**src/rtl/uart_rx_param.sv**
```systemverilog
// Parametrised UART receiver: 3-sample majority per bit, false-start rejection,
// parity/framing/overrun reporting and a one-deep valid/ready output register.
module uart_rx_param #(
    parameter int CLK_FRE   = 50,
    parameter int BAUD_RATE = 115200,
    parameter int DATA_BITS = 8,
    parameter int PARITY    = 0,
    parameter int STOP_BITS = 1
) (
    input  logic                 clk_50m,
    input  logic                 start,
    input  logic                 rx_pin,
    output logic [DATA_BITS-1:0] rx_data,
    output logic                 rx_data_valid,
    input  logic                 rx_data_ready,
    output logic                 parity_err,
    output logic                 frame_err,
    output logic                 overrun,
    output logic                 busy
);

    localparam int         CYCLE    = CLK_FRE * 1000000 / BAUD_RATE;
    localparam logic [15:0] CNT_S0   = 16'(CYCLE / 2 - 2);
    localparam logic [15:0] CNT_S1   = 16'(CYCLE / 2 - 1);
    localparam logic [15:0] CNT_MID  = 16'(CYCLE / 2);
    localparam logic [15:0] CNT_END  = 16'(CYCLE - 1);
    localparam logic [3:0]  LAST_BIT = 4'(DATA_BITS - 1);

    typedef enum logic [2:0] {
        IDLE,
        START,
        DATA,
        PAR,
        STOP
    } state_t;

    state_t               state;
    logic [15:0]          cycle_cnt;
    logic [3:0]           bit_cnt;
    logic                 stop_idx;
    logic [DATA_BITS-1:0] data_sh;
    logic                 perr;
    logic                 ferr;
    logic                 s0;
    logic                 s1;

    logic rs_meta;
    logic rs;
    logic rs_d;

    // Synchroniser resets to the idle level so releasing reset never looks like a start edge.
    always_ff @(posedge clk_50m or negedge start) begin
        if (!start) begin
            rs_meta <= 1'b1;
            rs      <= 1'b1;
            rs_d    <= 1'b1;
        end else begin
            rs_meta <= rx_pin;
            rs      <= rs_meta;
            rs_d    <= rs;
        end
    end

    logic fall;
    logic maj;
    logic at_mid;
    logic at_end;
    logic exp_par;

    assign fall    = rs_d & ~rs;
    assign maj     = (s0 & s1) | (s0 & rs) | (s1 & rs);
    assign at_mid  = (cycle_cnt == CNT_MID);
    assign at_end  = (cycle_cnt == CNT_END);
    assign exp_par = (PARITY == 1) ? ~(^data_sh) : (^data_sh);
    assign busy    = (state != IDLE);

    always_ff @(posedge clk_50m or negedge start) begin
        if (!start) begin
            state         <= IDLE;
            cycle_cnt     <= '0;
            bit_cnt       <= '0;
            stop_idx      <= 1'b0;
            data_sh       <= '0;
            perr          <= 1'b0;
            ferr          <= 1'b0;
            s0            <= 1'b1;
            s1            <= 1'b1;
            rx_data       <= '0;
            rx_data_valid <= 1'b0;
            parity_err    <= 1'b0;
            frame_err     <= 1'b0;
            overrun       <= 1'b0;
        end else begin
            if (rx_data_valid && rx_data_ready) begin
                rx_data_valid <= 1'b0;
                overrun       <= 1'b0;
            end
            if (cycle_cnt == CNT_S0) s0 <= rs;
            if (cycle_cnt == CNT_S1) s1 <= rs;
            cycle_cnt <= cycle_cnt + 16'd1;

            case (state)
                IDLE: begin
                    cycle_cnt <= '0;
                    if (fall) begin
                        state    <= START;
                        bit_cnt  <= '0;
                        stop_idx <= 1'b0;
                        perr     <= 1'b0;
                        ferr     <= 1'b0;
                    end
                end
                START: begin
                    if (at_mid && maj) begin
                        state     <= IDLE;
                        cycle_cnt <= '0;
                    end else if (at_end) begin
                        state     <= DATA;
                        cycle_cnt <= '0;
                    end
                end
                DATA: begin
                    // LSB arrives first, so shifting right leaves it at bit 0.
                    if (at_mid) data_sh <= {maj, data_sh[DATA_BITS-1:1]};
                    if (at_end) begin
                        cycle_cnt <= '0;
                        if (bit_cnt == LAST_BIT) begin
                            bit_cnt <= '0;
                            state   <= (PARITY != 0) ? PAR : STOP;
                        end else begin
                            bit_cnt <= bit_cnt + 4'd1;
                        end
                    end
                end
                PAR: begin
                    if (at_mid && (maj != exp_par)) perr <= 1'b1;
                    if (at_end) begin
                        state     <= STOP;
                        cycle_cnt <= '0;
                    end
                end
                STOP: begin
                    if (at_mid) begin
                        if (STOP_BITS == 2 && !stop_idx) begin
                            if (!maj) ferr <= 1'b1;
                        end else begin
                            // Finish at the last stop mid-point so the next start edge is not missed.
                            state     <= IDLE;
                            cycle_cnt <= '0;
                            if (!rx_data_valid || rx_data_ready) begin
                                rx_data       <= data_sh;
                                parity_err    <= perr;
                                frame_err     <= ferr | ~maj;
                                rx_data_valid <= 1'b1;
                            end else begin
                                overrun <= 1'b1;
                            end
                        end
                    end else if (at_end) begin
                        stop_idx  <= 1'b1;
                        cycle_cnt <= '0;
                    end
                end
                default: begin
                    state     <= IDLE;
                    cycle_cnt <= '0;
                end
            endcase
        end
    end

endmodule

```
**config.mk**
```make
export PLATFORM = sky130hd
export DESIGN_NAME = uart_rx_param
export DESIGN_NICKNAME = d
export VERILOG_FILES = /design/src/rtl/uart_rx_param.sv
export SDC_FILE = /design/constraint.sdc
export NUM_CORES = 1
export LEC_CHECK = 0
export CORE_MARGIN = 1
export CORE_UTILIZATION = 60
export DETAILED_ROUTE_END_ITERATION = 6
export PLACE_DENSITY = 0.89
export SETUP_SLACK_MARGIN = 0.5
export SLEW_MARGIN = 0
export SYNTH_ARGS = -nofsm -noshare
export SYNTH_HDL_FRONTEND = slang
export SYNTH_SLANG_ARGS = --single-unit
```
**constraint.sdc**
```tcl
create_clock -name clk_50m -period 3.8 [get_ports clk_50m]
set_clock_uncertainty 0.1 [all_clocks]
set_input_delay 0.38 -clock clk_50m [delete_from_list [all_inputs] [get_ports clk_50m]]
set_output_delay 0.38 -clock clk_50m [all_outputs]
set_load 0.02 [all_outputs]
```
Word-level counts from Yosys, hierarchy flattened

Cells that the tools add are included.

Output and inout port bits: 13
Register bits: 49
Bits of input ports: 4

$add $sub $neg: 2
Reductions and logical operators: 16
Bitwise operators: 8
Equal/unequal tests: 17
Muxes and demuxes: 27

Operator list:

| cell                                            | count |
|---|---|
| == test 16 x 8 -> 1 bit (second input constant) | 3 |
| 2-to-1 mux 16 bit                               | 3 |
| one-hot mux 16 bit (3 select lines)             | 1 |
| 2-to-1 mux 3 bit                                | 7 |
| adder 16 x 1 -> 16 bit (second input constant)  | 1 |
| == test 16 x 9 -> 1 bit (second input constant) | 1 |
| one-hot mux 3 bit (5 select lines)              | 1 |
| 2-to-1 mux 4 bit                                | 3 |
| != test 2 bit (second input constant)           | 6 |
| 2-to-1 mux 1 bit                                | 10 |
| AND reduction 3 bit                             | 3 |
| one-hot mux 4 bit (2 select lines)              | 1 |
| parity 8 bit                                    | 1 |
| == test 3 x 2 -> 1 bit (second input constant)  | 2 |
| AND reduction 6 bit                             | 1 |
| adder 4 x 1 -> 4 bit (second input constant)    | 1 |
| bitwise AND 1 bit                               | 4 |
| == test 4 x 3 -> 1 bit (second input constant)  | 1 |
| nonzero test 2 bit                              | 2 |
| == test 3 x 1 -> 1 bit (second input constant)  | 1 |
| == test 3 bit (second input constant)           | 1 |
| logical AND 1 bit                               | 3 |
| logical NOT 3 bit                               | 1 |
| != test 3 bit (second input constant)           | 1 |
| other kinds (9)                                 | 11 |

Longest topological paths before layout

Gate-level depths: netlist of run 1.

Depth after elaboration: 7
Gate-level depth with buffers: 8
Mapped depth without buffers: 7

Worst setup path before layout of run 1

Ideal clock, no wire load.

Path kind: reg2reg
Start point: register cycle_cnt[9]
End point: register cycle_cnt[0]
Clock period less this slack: 2.198 ns
Arrival: 1.975 ns
Slack: 1.602 ns
Stages on the path, launching flop included: 7
Cell sequence: dfrtp_1 or4_4 nor4_4 nand2b_2 a211oi_4 buf_6 nor3_2

Cells in the longest elaborated chain, start to end: 4
Elaborated cells on any way between the ends: 7

Ends and longest elaborated chain:

| what                                                               | line     | RTL |
|---|---|---|
| from (decl)                                                        | 38       | `logic [15:0] cycle_cnt;` |
| from (signal assigned)                                             | 100      | `cycle_cnt <= cycle_cnt + 16'd1;` |
| == test 16 x 9 -> 1 bit or == test 16 x 8 -> 1 bit (tied branches) | 73, 72   |  |
| 2-to-1 mux 16 bit or logical AND 1 bit (tied branches)             | n/a      |  |
| 2-to-1 mux 16 bit (on tied branches)                               | 143, 114 |  |
| one-hot mux 16 bit (3 select lines) (*)                            | 102      | `case (state)` |

Mark *: on every way between the ends. The rest lies on a longest branch, timed or not.
A chain may end at the register's enable or synchronous reset.

Final worst setup path of run 1

Start point: register cycle_cnt[9]
End point: register bit_cnt[3]

Cells in the longest elaborated chain, start to end: 3

Ends and longest elaborated chain:

| what                                 | line | RTL |
|---|---|---|
| == test 16 x 9 -> 1 bit              | 73   | `assign at_end = (cycle_cnt == CNT_END);` |
| != test 2 bit (no source line)       | n/a  |  |
| AND reduction 3 bit (no source line) | n/a  |  |
| to (signal assigned)                 | 131  | `bit_cnt <= bit_cnt + 4'd1;` |
| to (decl)                            | 39   | `logic [3:0] bit_cnt;` |

No other way between the ends.

==> flow_metrics.env, run 1 <==
export IMPL_status="finished, final reports clean"
export IMPL_io_buffer_count=16
export IMPL_row_count=22
export IMPL_ys_top_cells_by_area="dfrtp_1 44%, mux2_4 6.1%, dfstp_2 5.3%, mux2_2 4.1%, xnor2_1 3.5%"
export IMPL_clkLatencyLatePin_ns=0.30
export IMPL_finalHoldViolCount=0
export IMPL_drcViolationCount=0
export IMPL_seq_area_um2=1230
export IMPL_maxCapViolations=0
export IMPL_die_w_um=66.3
export IMPL_critical_path_endpoint_type="flop"
export IMPL_wirelength_um=4480
export IMPL_hold_buffers=0
export IMPL_antenna_found_initial=0
export IMPL_synth_distinct_cells=47
export IMPL_max_freq_mhz=391
export IMPL_place_inst=271
export IMPL_crit_path_cell_trace="or4_4, nor4_4, nand4_1, o211ai_1, o31ai_1"
export IMPL_place_gp_congestion=0.822
export IMPL_rsz0062_at_grt="false"
export IMPL_synth_top_area_share_pct=44.4
export IMPL_cp_slowest_cell="nor4_4"
export IMPL_powerDensity_nw_per_um2=383
export IMPL_ios=17
export IMPL_syn_num_nets=222
export IMPL_max_stage_delay_ns=0.78
export IMPL_ys_flop_type="dfrtp_1"
export IMPL_multi_input_area_um2=1200
export IMPL_fin_total_pwr_mw=1.05
export IMPL_required_ns=3.89
export IMPL_vdd_ir_drop_max_mv=0.329
export IMPL_yosys_warnings=0
export IMPL_synth_edf_count=0
export IMPL_numCtsBuffers=5
export IMPL_setup_viol=0
export IMPL_crit_fanout=16
export IMPL_cts_resized=0
export IMPL_max_clock_path_buffers=2
export IMPL_grt_pass1_wl_um=7780
export IMPL_routedWlPerCell_um=16.1
export IMPL_cts_root_buffer_cell="clkbuf_8"
export IMPL_die_h_um=66.3
export IMPL_ant_nets=0
export IMPL_cts_sinks=49
export IMPL_die_area_um2=4390
export IMPL_groute_usage_overall_pct=24.4
export IMPL_cp_start_kind="flop"
export IMPL_postCtsSetupRepairBufs=0
export IMPL_path_clk_slew_ns=0.08
export IMPL_startpoint="cycle_cnt[9]$_DFF_PN0_"
export IMPL_grt_pass1_vias=1682
export IMPL_layout_common_cells="44 x dfrtp_1, 20 x nor2_1, 15 x nand2_1, 15 x clkdlybuf4s50_1"
export IMPL_core_area_um2=3800
export IMPL_synthArstFlopShare_pct=100
export IMPL_ys_seq_elements=49
export IMPL_critical_path_arrival_ns=2.64
export IMPL_cts_tree="built"
export IMPL_first_iter_violations=71
export IMPL_dpl_hpwl_um=3220
export IMPL_area_growth_pct=10.9
export IMPL_grt_max_degree=50
export IMPL_finalMaxSlewViolations=0
export IMPL_p_leak_nw=1.20
export IMPL_ctsHtreeMaxLevel=2
export IMPL_synthCells=214
export IMPL_grt_ovfl_total=0
export IMPL_initial_core_util_pct=65.3
export IMPL_final_common_cell="dfrtp_1"
export IMPL_vias=1622
export IMPL_fin_cells=279
export IMPL_slew_limit_headroom_pct=29.6
export IMPL_drt_pre_antenna_iters=4
export IMPL_fin_setup_tns_ns=0
export IMPL_fin_crit_sh_pct=67.3
export IMPL_synth_sequential_area_ratio_pct=49.7
export IMPL_fin_nets=238
export IMPL_worst_pin_slew_ns=1.06
export IMPL_synth_cell_area_um2=2480
export IMPL_drive_gt1_share_pct=20.8
export IMPL_synth_top_area_cell="dfrtp_1"
export IMPL_hp_class="primary input to async pin"
export IMPL_nFillCells=287
export IMPL_syn_area_per_cell_um2=11.6
export IMPL_path_class="flop to flop"
export IMPL_antenna_cells=0
export IMPL_r2r_start="cycle_cnt[9]$_DFF_PN0_"
export IMPL_via_per_inst=5.81
export IMPL_fin_crit_ns=2.56
==> cell usage after synthesis (all sizes together) (3+ instances only) <==
master	instances
dfstp	5
nor3	9
nand2b	4
o21ai	6
nand3b	3
inv	4
nor4	4
xnor2	10
nor2	20
a21oi	7
nand4	4
nor2b	4
mux2	19
clkbuf	5
nand2	16
dfrtp	44
ha	4
nand3	9
xor2	10
==> critical path, delay by kind of cell, from the launching register on <==
family | cells | cell delay [ns]
AO/OA/AOI/OAI | 2 | 0.30
flip-flops | 1 | 0.43
AND/OR/NAND/NOR | 3 | 1.63
==> stage by stage <==
stage          hold WS, ns  cell area, µm²  utilization, %  setup WS [ns]
2_1_floorplan      -0.0156            2480               -           1.60
3_3_place_gp         0.248            2660            70.0           1.33
5_1_grt              0.254            2750            72.4           1.05
6_report             0.169            2750            72.4           1.24
4_1_cts              0.201            2750            72.4           1.25
3_5_place_dp         0.249            2660            70.0           1.26
==> power by group <==
part           switching, mW  internal, mW  total, mW
combinational         0.0834        0.0665      0.150
sequential            0.0464         0.551      0.597
clock                  0.158         0.149      0.306
==> layer usage <==
metal / global-route usage [%] / vias to the layer above / wire, µm
met5: 0 / - / 0
met4: 7.18 / 0 / 40
met3: 5.17 / 4 / 123
met2: 44.0 / 30 / 2390
met1: 29.1 / 807 / 1930
li1: - / 781 / -
==> cells by family after synthesis <==
logic type	after synthesis	synth area share (%)
AND/OR/NAND/NOR	89	22.6
adder cells (fa/ha/maj)	4	2.02
AO/OA/AOI/OAI	21	5.50
multiplexers	19	10.1
buffers and inverters	11	2.02
flip-flops	49	49.7
XOR/XNOR	21	7.98
==> flip-flops by register name, summed over array words and instances (netlist names) <==
register / cells
cycle_cnt: 16
data_sh: 8
rx_data_valid: 1
overrun: 1
rs: 1
rx_data: 8
rs_d: 1
s1: 1
s0: 1
rs_meta: 1
frame_err: 1
perr: 1
parity_err: 1
bit_cnt: 4
state: 3
==> cell type report <==
class / instances / share of cell area [%]
Multi-Input combinational cell: 154 / 43.5
Sequential cell: 49 / 44.8
Inverter: 4 / 0.546
Tap cell: 48 / 2.18
Clock buffer: 8 / 3.28
Timing Repair Buffer: 16 / 5.64
==> final timing paths <==
kind	end	slack [ns]	depth (start not counted)
max	bit_cnt[3]$_DFFE_PN0P_	1.24	5
min in group clk_50m	rs$_DFF_PN1_	0.26	0
max reg2reg	bit_cnt[3]$_DFFE_PN0P_	1.24	5
min reg2reg	rs$_DFF_PN1_	0.26	0
max in group asynchronous	rx_data[2]$_DFFE_PN0P_	2.78	1
min	rx_data[1]$_DFFE_PN0P_	0.17	1
Power figures use the tool's default switching activity.
==> run 2, diff against run 1 <==
CORE_UTILIZATION = 52   (was 60)
PLACE_DENSITY = 0.83   (was 0.89)
clock period = 2.15 ns   (was 3.8 ns; I/O delays follow)
==> run 2 against run 1 <==
Compared with the run above: worst setup slack got worse by 1.3 ns; die area increased by 15%; the run now ends with design-rule violations, negative setup slack left; global-route usage decreased by 2.9 points; final area up 13%; sequential power grew 74%; clock-buffer cell count down 3.
==> flow_metrics.env, run 2 (synthesis results as in run 1) <==
export IMPL_critical_path_arrival_ns=2.27
export IMPL_area_growth_pct=25.2
export IMPL_hp_class="primary input to flop"
export IMPL_critical_path_endpoint_type="flop"
export IMPL_top_regs="cycle_cnt (16), data_sh (8), rx_data (8)"
export IMPL_final_common_cell="dfrtp_1"
export IMPL_min_delay_path_depth=1
export IMPL_finalMaxSlewViolations=0
export IMPL_via_per_inst=5.64
export IMPL_grt_max_degree=22
export IMPL_place_inst=292
export IMPL_required_ns=2.25
export IMPL_initial_core_util_pct=55.4
export IMPL_rsz0062_at_grt="true"
export IMPL_drt_pre_antenna_iters=6
export IMPL_groute_usage_overall_pct=21.5
export IMPL_worst_slack_ns=-0.0206
export IMPL_grt_ovfl_total=0
export IMPL_grt_pass1_wl_um=8220
export IMPL_fin_crit_ns=2.17
export IMPL_max_freq_mhz=461
export IMPL_slew_limit_headroom_pct=59.6
export IMPL_cp_start_kind="flop"
export IMPL_fin_cells=309
export IMPL_ant_nets=0
export IMPL_cts_root_buffer_cell="clkbuf_8"
export IMPL_io_buffer_count=16
export IMPL_die_h_um=71.0
export IMPL_antenna_found_initial=0
export IMPL_maxCapViolations=0
export IMPL_ctsHtreeMaxLevel=2
export IMPL_finalHoldViolCount=0
export IMPL_failed_checks="design-rule violations, negative setup slack"
export IMPL_dpl_hpwl_um=3270
export IMPL_grt_pass1_vias=1777
export IMPL_largest_reg_flops=16
export IMPL_status="complete, but fails checks"
export IMPL_die_area_um2=5050
export IMPL_path_clk_slew_ns=0.10
export IMPL_drcViolationCount=3
export IMPL_cts_sinks=49
export IMPL_worst_pin_slew_ns=0.599
export IMPL_numCtsBuffers=5
export IMPL_antenna_cells=0
export IMPL_core_area_um2=4470
export IMPL_fin_nets=264
export IMPL_routedWlPerCell_um=15.6
export IMPL_clkLatencyLatePin_ns=0.31
export IMPL_crit_fanout=10
export IMPL_place_gp_congestion=0.816
export IMPL_vias=1743
export IMPL_vdd_ir_drop_max_mv=0.442
export IMPL_first_iter_violations=90
export IMPL_dp_slack_ns=-0.0221
export IMPL_drive_gt1_share_pct=35.4
export IMPL_die_w_um=71.0
export IMPL_largest_register="cycle_cnt"
export IMPL_hold_ws_ns=0.202
export IMPL_layout_common_cells="44 x dfrtp_1, 21 x buf_4, 19 x nor2_1, 13 x nand2_1"
export IMPL_p_leak_nw=1.45
export IMPL_cts_tree="built"
export IMPL_r2r_slack_ns=-0.02
export IMPL_max_clock_path_buffers=2
export IMPL_wirelength_um=4820
export IMPL_powerDensity_nw_per_um2=630
export IMPL_ios=17
export IMPL_row_count=24
export IMPL_fin_crit_sh_pct=101
export IMPL_path_class="flop to flop"
export IMPL_r2r_cells=5
export IMPL_setup_viol=10
==> run 2: cell types whose count changed in the layout (fill, tap and decap cells not counted), moves of 3 or more <==
cell	change
nor3_2	+3
a21oi_1	-4
a21oi_2	+3
dlymetal6s2s_1	+3
clkdlybuf4s50_1	-4
buf_4	+21
nor3_1	-4
==> run 2: what timing repair did <==
| action | in CTS | in global routing |
|---|---|---|
| hold buffers | 1 | 0 |
| pin swaps | 5 | 6 |
| endpoints found under the setup margin | 47 | 50 |
| gates cloned | 0 | 0 |
| setup buffers | 6 | 2 |
| hold endpoints to repair | 17 | 0 |
| resized for setup | 16 | 10 |
==> run 2: through the flow <==
| stage | total power, mW | utilization [%] | TNS [ns] | instance area [µm²] |
|---|---|---|---|---|
| 2_1_floorplan | 1.28 | - | 0 | 2510 |
| 3_3_place_gp | 1.38 | 63.3 | 0 | 2830 |
| 3_5_place_dp | 1.39 | 63.3 | -0.175 | 2830 |
| 4_1_cts | 1.97 | 68.2 | -0.165 | 3050 |
| 5_1_grt | 2.05 | 69.4 | -2.67 | 3100 |
| 6_report | 1.95 | 69.4 | -0.165 | 3100 |
==> run 2: path summary, 6_finish.rpt <==
kind / end / start
worst min-delay path: rs_meta$_DFF_PN1_ / rx_pin
worst min register to register: rs$_DFF_PN1_ / rs_meta$_DFF_PN1_
worst max-delay path: rx_data[1]$_DFFE_PN0P_ / cycle_cnt[14]$_DFF_PN0_
max in group asynchronous: s1$_DFFE_PN1N_ / start
worst max register to register: rx_data[1]$_DFFE_PN0P_ / cycle_cnt[14]$_DFF_PN0_
min in group asynchronous: rx_data[2]$_DFFE_PN0P_ / start
==> run 2: final cells by class <==
type / instances / area, µm²
Clock inverter: 3 / 25.0
Fill cell: 315 / 1370
Tap cell: 52 / 65.1
Sequential cell: 49 / 1230
Clock buffer: 5 / 68.8
Multi-Input combinational cell: 154 / 1300
Inverter: 4 / 17.5
Timing Repair Buffer: 42 / 392
==> run 2: where the power goes <==
group / leakage, nW / switching (mW) / internal [mW] / total (mW)
logic: 0.751 / 0.179 / 0.170 / 0.349
clock network: 0.0447 / 0.328 / 0.235 / 0.563
registers: 0.651 / 0.0675 / 0.974 / 1.04
==> run 2: critical path, cell delays in order (launching register included) <==
cell	delay, ns
dfrtp_1	0.39
or4b_4	0.61
nor4_4	0.28
and3_4	0.27
nand2_8	0.10
mux2_4	0.31
==> run 2: metal layers <==
layer	global-route usage, %	routed length [µm]	part of all wire [%]
met1	25.5	2060	43
met2	36.8	2530	52
met3	5.27	133	2.8
met4	10.2	95	2.0
met5	0	0	0
==> run 3, diff against run 2 <==
RECOVER_POWER = 25   (was not set)
==> run 3 against run 2 <==
Compared with the run above: the flow still finishes with violations (design-rule violations, negative setup slack); power about the same; register-to-register slack about the same; combinational power about the same; final area about the same; critical path depth unchanged; clock power about the same; routed wire length about the same; maximum frequency about the same; clock-buffer cell count unchanged; utilization about the same; largest cell class unchanged.
==> flow_metrics.env, run 3 (synthesis results as in run 1) <==
export IMPL_final_common_cell="dfrtp_1"
export IMPL_io_buffer_count=16
export IMPL_first_iter_violations=90
export IMPL_rsz0062_at_grt="true"
export IMPL_combPwrFrac_pct=17.9
export IMPL_cts_sinks=49
export IMPL_numCtsBuffers=5
export IMPL_antenna_found_initial=0
export IMPL_path_class="flop to flop"
export IMPL_wirelength_um=4830
export IMPL_maxCapViolations=0
export IMPL_status="complete, but fails checks"
export IMPL_setup_viol=10
export IMPL_hold_ws_ns=0.262
export IMPL_cp_start_kind="flop"
export IMPL_place_inst=292
export IMPL_grt_pass1_vias=1777
export IMPL_grt_ovfl_total=0
export IMPL_clkLatencyLatePin_ns=0.31
export IMPL_area_growth_pct=25.1
export IMPL_vias=1745
export IMPL_p_switching_mw=0.575
export IMPL_die_area_um2=5050
export IMPL_groute_usage_overall_pct=21.5
export IMPL_antenna_cells=0
export IMPL_ios=17
export IMPL_critical_path_arrival_ns=2.27
export IMPL_die_w_um=71.0
export IMPL_largest_reg_flops=16
export IMPL_fin_setup_tns_ns=-0.166
export IMPL_initial_core_util_pct=55.4
export IMPL_core_area_um2=4470
export IMPL_required_ns=2.25
export IMPL_worst_pin_slew_ns=1.07
export IMPL_path_clk_slew_ns=0.10
export IMPL_p_leak_nw=1.44
export IMPL_grt_pass1_wl_um=8220
export IMPL_layout_common_cells="44 x dfrtp_1, 21 x buf_4, 19 x nor2_1, 13 x nand2_1, 11 x mux2_4"
export IMPL_worst_slack_ns=-0.0206
export IMPL_fin_nets=264
export IMPL_largest_register="cycle_cnt"
export IMPL_ctsHtreeMaxLevel=2
export IMPL_fin_crit_ns=2.17
export IMPL_failed_checks="design-rule violations, negative setup slack"
export IMPL_power_frac_seq_pct=53.3
export IMPL_drt_pre_antenna_iters=6
export IMPL_crit_fanout=10
export IMPL_dpl_hpwl_um=3270
export IMPL_cts_root_buffer_cell="clkbuf_8"
export IMPL_finalMaxSlewViolations=0
export IMPL_grt_max_degree=22
export IMPL_fin_crit_sh_pct=101
export IMPL_row_count=24
export IMPL_power_frac_clock_pct=28.8
export IMPL_die_h_um=71.0
export IMPL_finalHoldViolCount=0
export IMPL_place_area_um2=2830
export IMPL_max_freq_mhz=461
export IMPL_hp_class="flop to flop"
export IMPL_routedWlPerCell_um=15.6
export IMPL_drive_gt1_share_pct=34.6
export IMPL_critical_path_endpoint_type="flop"
export IMPL_power_internal_mw=1.38
export IMPL_powerDensity_nw_per_um2=630
export IMPL_max_clock_path_buffers=2
export IMPL_via_per_inst=5.65
export IMPL_top_regs="cycle_cnt (16), data_sh (8), rx_data (8)"
export IMPL_place_gp_congestion=0.816
export IMPL_cts_tree="built"
export IMPL_drcViolationCount=3
export IMPL_slew_limit_headroom_pct=28.5
export IMPL_fin_cells=309
export IMPL_p_sw_share_pct=29.4
export IMPL_nFillCells=316
export IMPL_ant_nets=0
export IMPL_vdd_ir_drop_max_mv=0.442
export IMPL_final_area_um2=3100
-- run 3: cell count changes in the layout (fill, tap and decap cells not counted) --
cell             previous run  this run
dfstp_1                     0         1
clkbuf_1                    0         1
dfstp_2                     5         4
buf_2                       1         0
clkdlybuf4s50_1            11        10
dlygate4sd3_1               1         2
-- run 3: timing repair --
item                                    in CTS  in global routing
hold buffers                                 1                  0
gates resized for setup                     16                 10
pin swaps                                    5                  6
setup buffers                                6                  2
endpoints found under the setup margin      47                 50
hold endpoints to repair                    17                  0
-- run 3: power groups by stage --
stage	Clock [mW]	Combinational, mW	Sequential, mW
detailed placement	0	0.330	1.06
global placement	0	0.319	1.06
CTS	0.576	0.351	1.04
global route	0.611	0.387	1.05
floorplan	0	0.241	1.04
finish	0.563	0.349	1.04
-- run 3: cell type report --
cell class	instances	area (µm²)	share of cell area, %
Clock buffer	5	68.8	2.22
Clock inverter	3	25.0	0.807
Inverter	4	17.5	0.565
Multi-Input combinational cell	154	1300	42.0
Sequential cell	49	1230	39.7
Tap cell	52	65.1	2.10
Timing Repair Buffer	42	390	12.6
-- run 3: routing by layer --
metal | wire, µm | global-route usage, % | up-vias
met5 | 0 | 0 | -
met4 | 95 | 10.2 | 0
met3 | 136 | 5.27 | 11
met2 | 2530 | 36.8 | 37
met1 | 2070 | 25.5 | 866
li1 | - | - | 831
-- run 3: worst paths after layout --
path                                          end                     from  cells after the start  slack (ns)
min in group asynchronous  rx_data[2]$_DFFE_PN0P_                    start                      2        0.51
hold / removal                       rs$_DFF_PN1_        rs_meta$_DFF_PN1_                      0        0.26
setup / recovery           rx_data[1]$_DFFE_PN0P_  cycle_cnt[14]$_DFF_PN0_                      5       -0.02
hold reg to reg                      rs$_DFF_PN1_        rs_meta$_DFF_PN1_                      0        0.26
setup reg to reg           rx_data[1]$_DFFE_PN0P_  cycle_cnt[14]$_DFF_PN0_                      5       -0.02
max in group asynchronous          s1$_DFFE_PN1N_                    start                      3        0.57
-- run 3: per-stage QoR --
step | power [mW] | setup WS (ns) | utilization, %
after floorplan | 1.28 | 0.0510 | -
after global placement | 1.38 | 0.0103 | 63.3
after detailed placement | 1.39 | -0.0221 | 63.3
after CTS | 1.97 | -0.0246 | 68.2
after global routing | 2.05 | -0.106 | 69.3
final | 1.95 | -0.0206 | 69.3
-- run 3: critical path, cell delays in order, from the launching register on --
cell and delay (ns):
dfrtp_1 0.39, or4b_4 0.61, nor4_4 0.28, and3_4 0.27, nand2_8 0.10, mux2_4 0.31
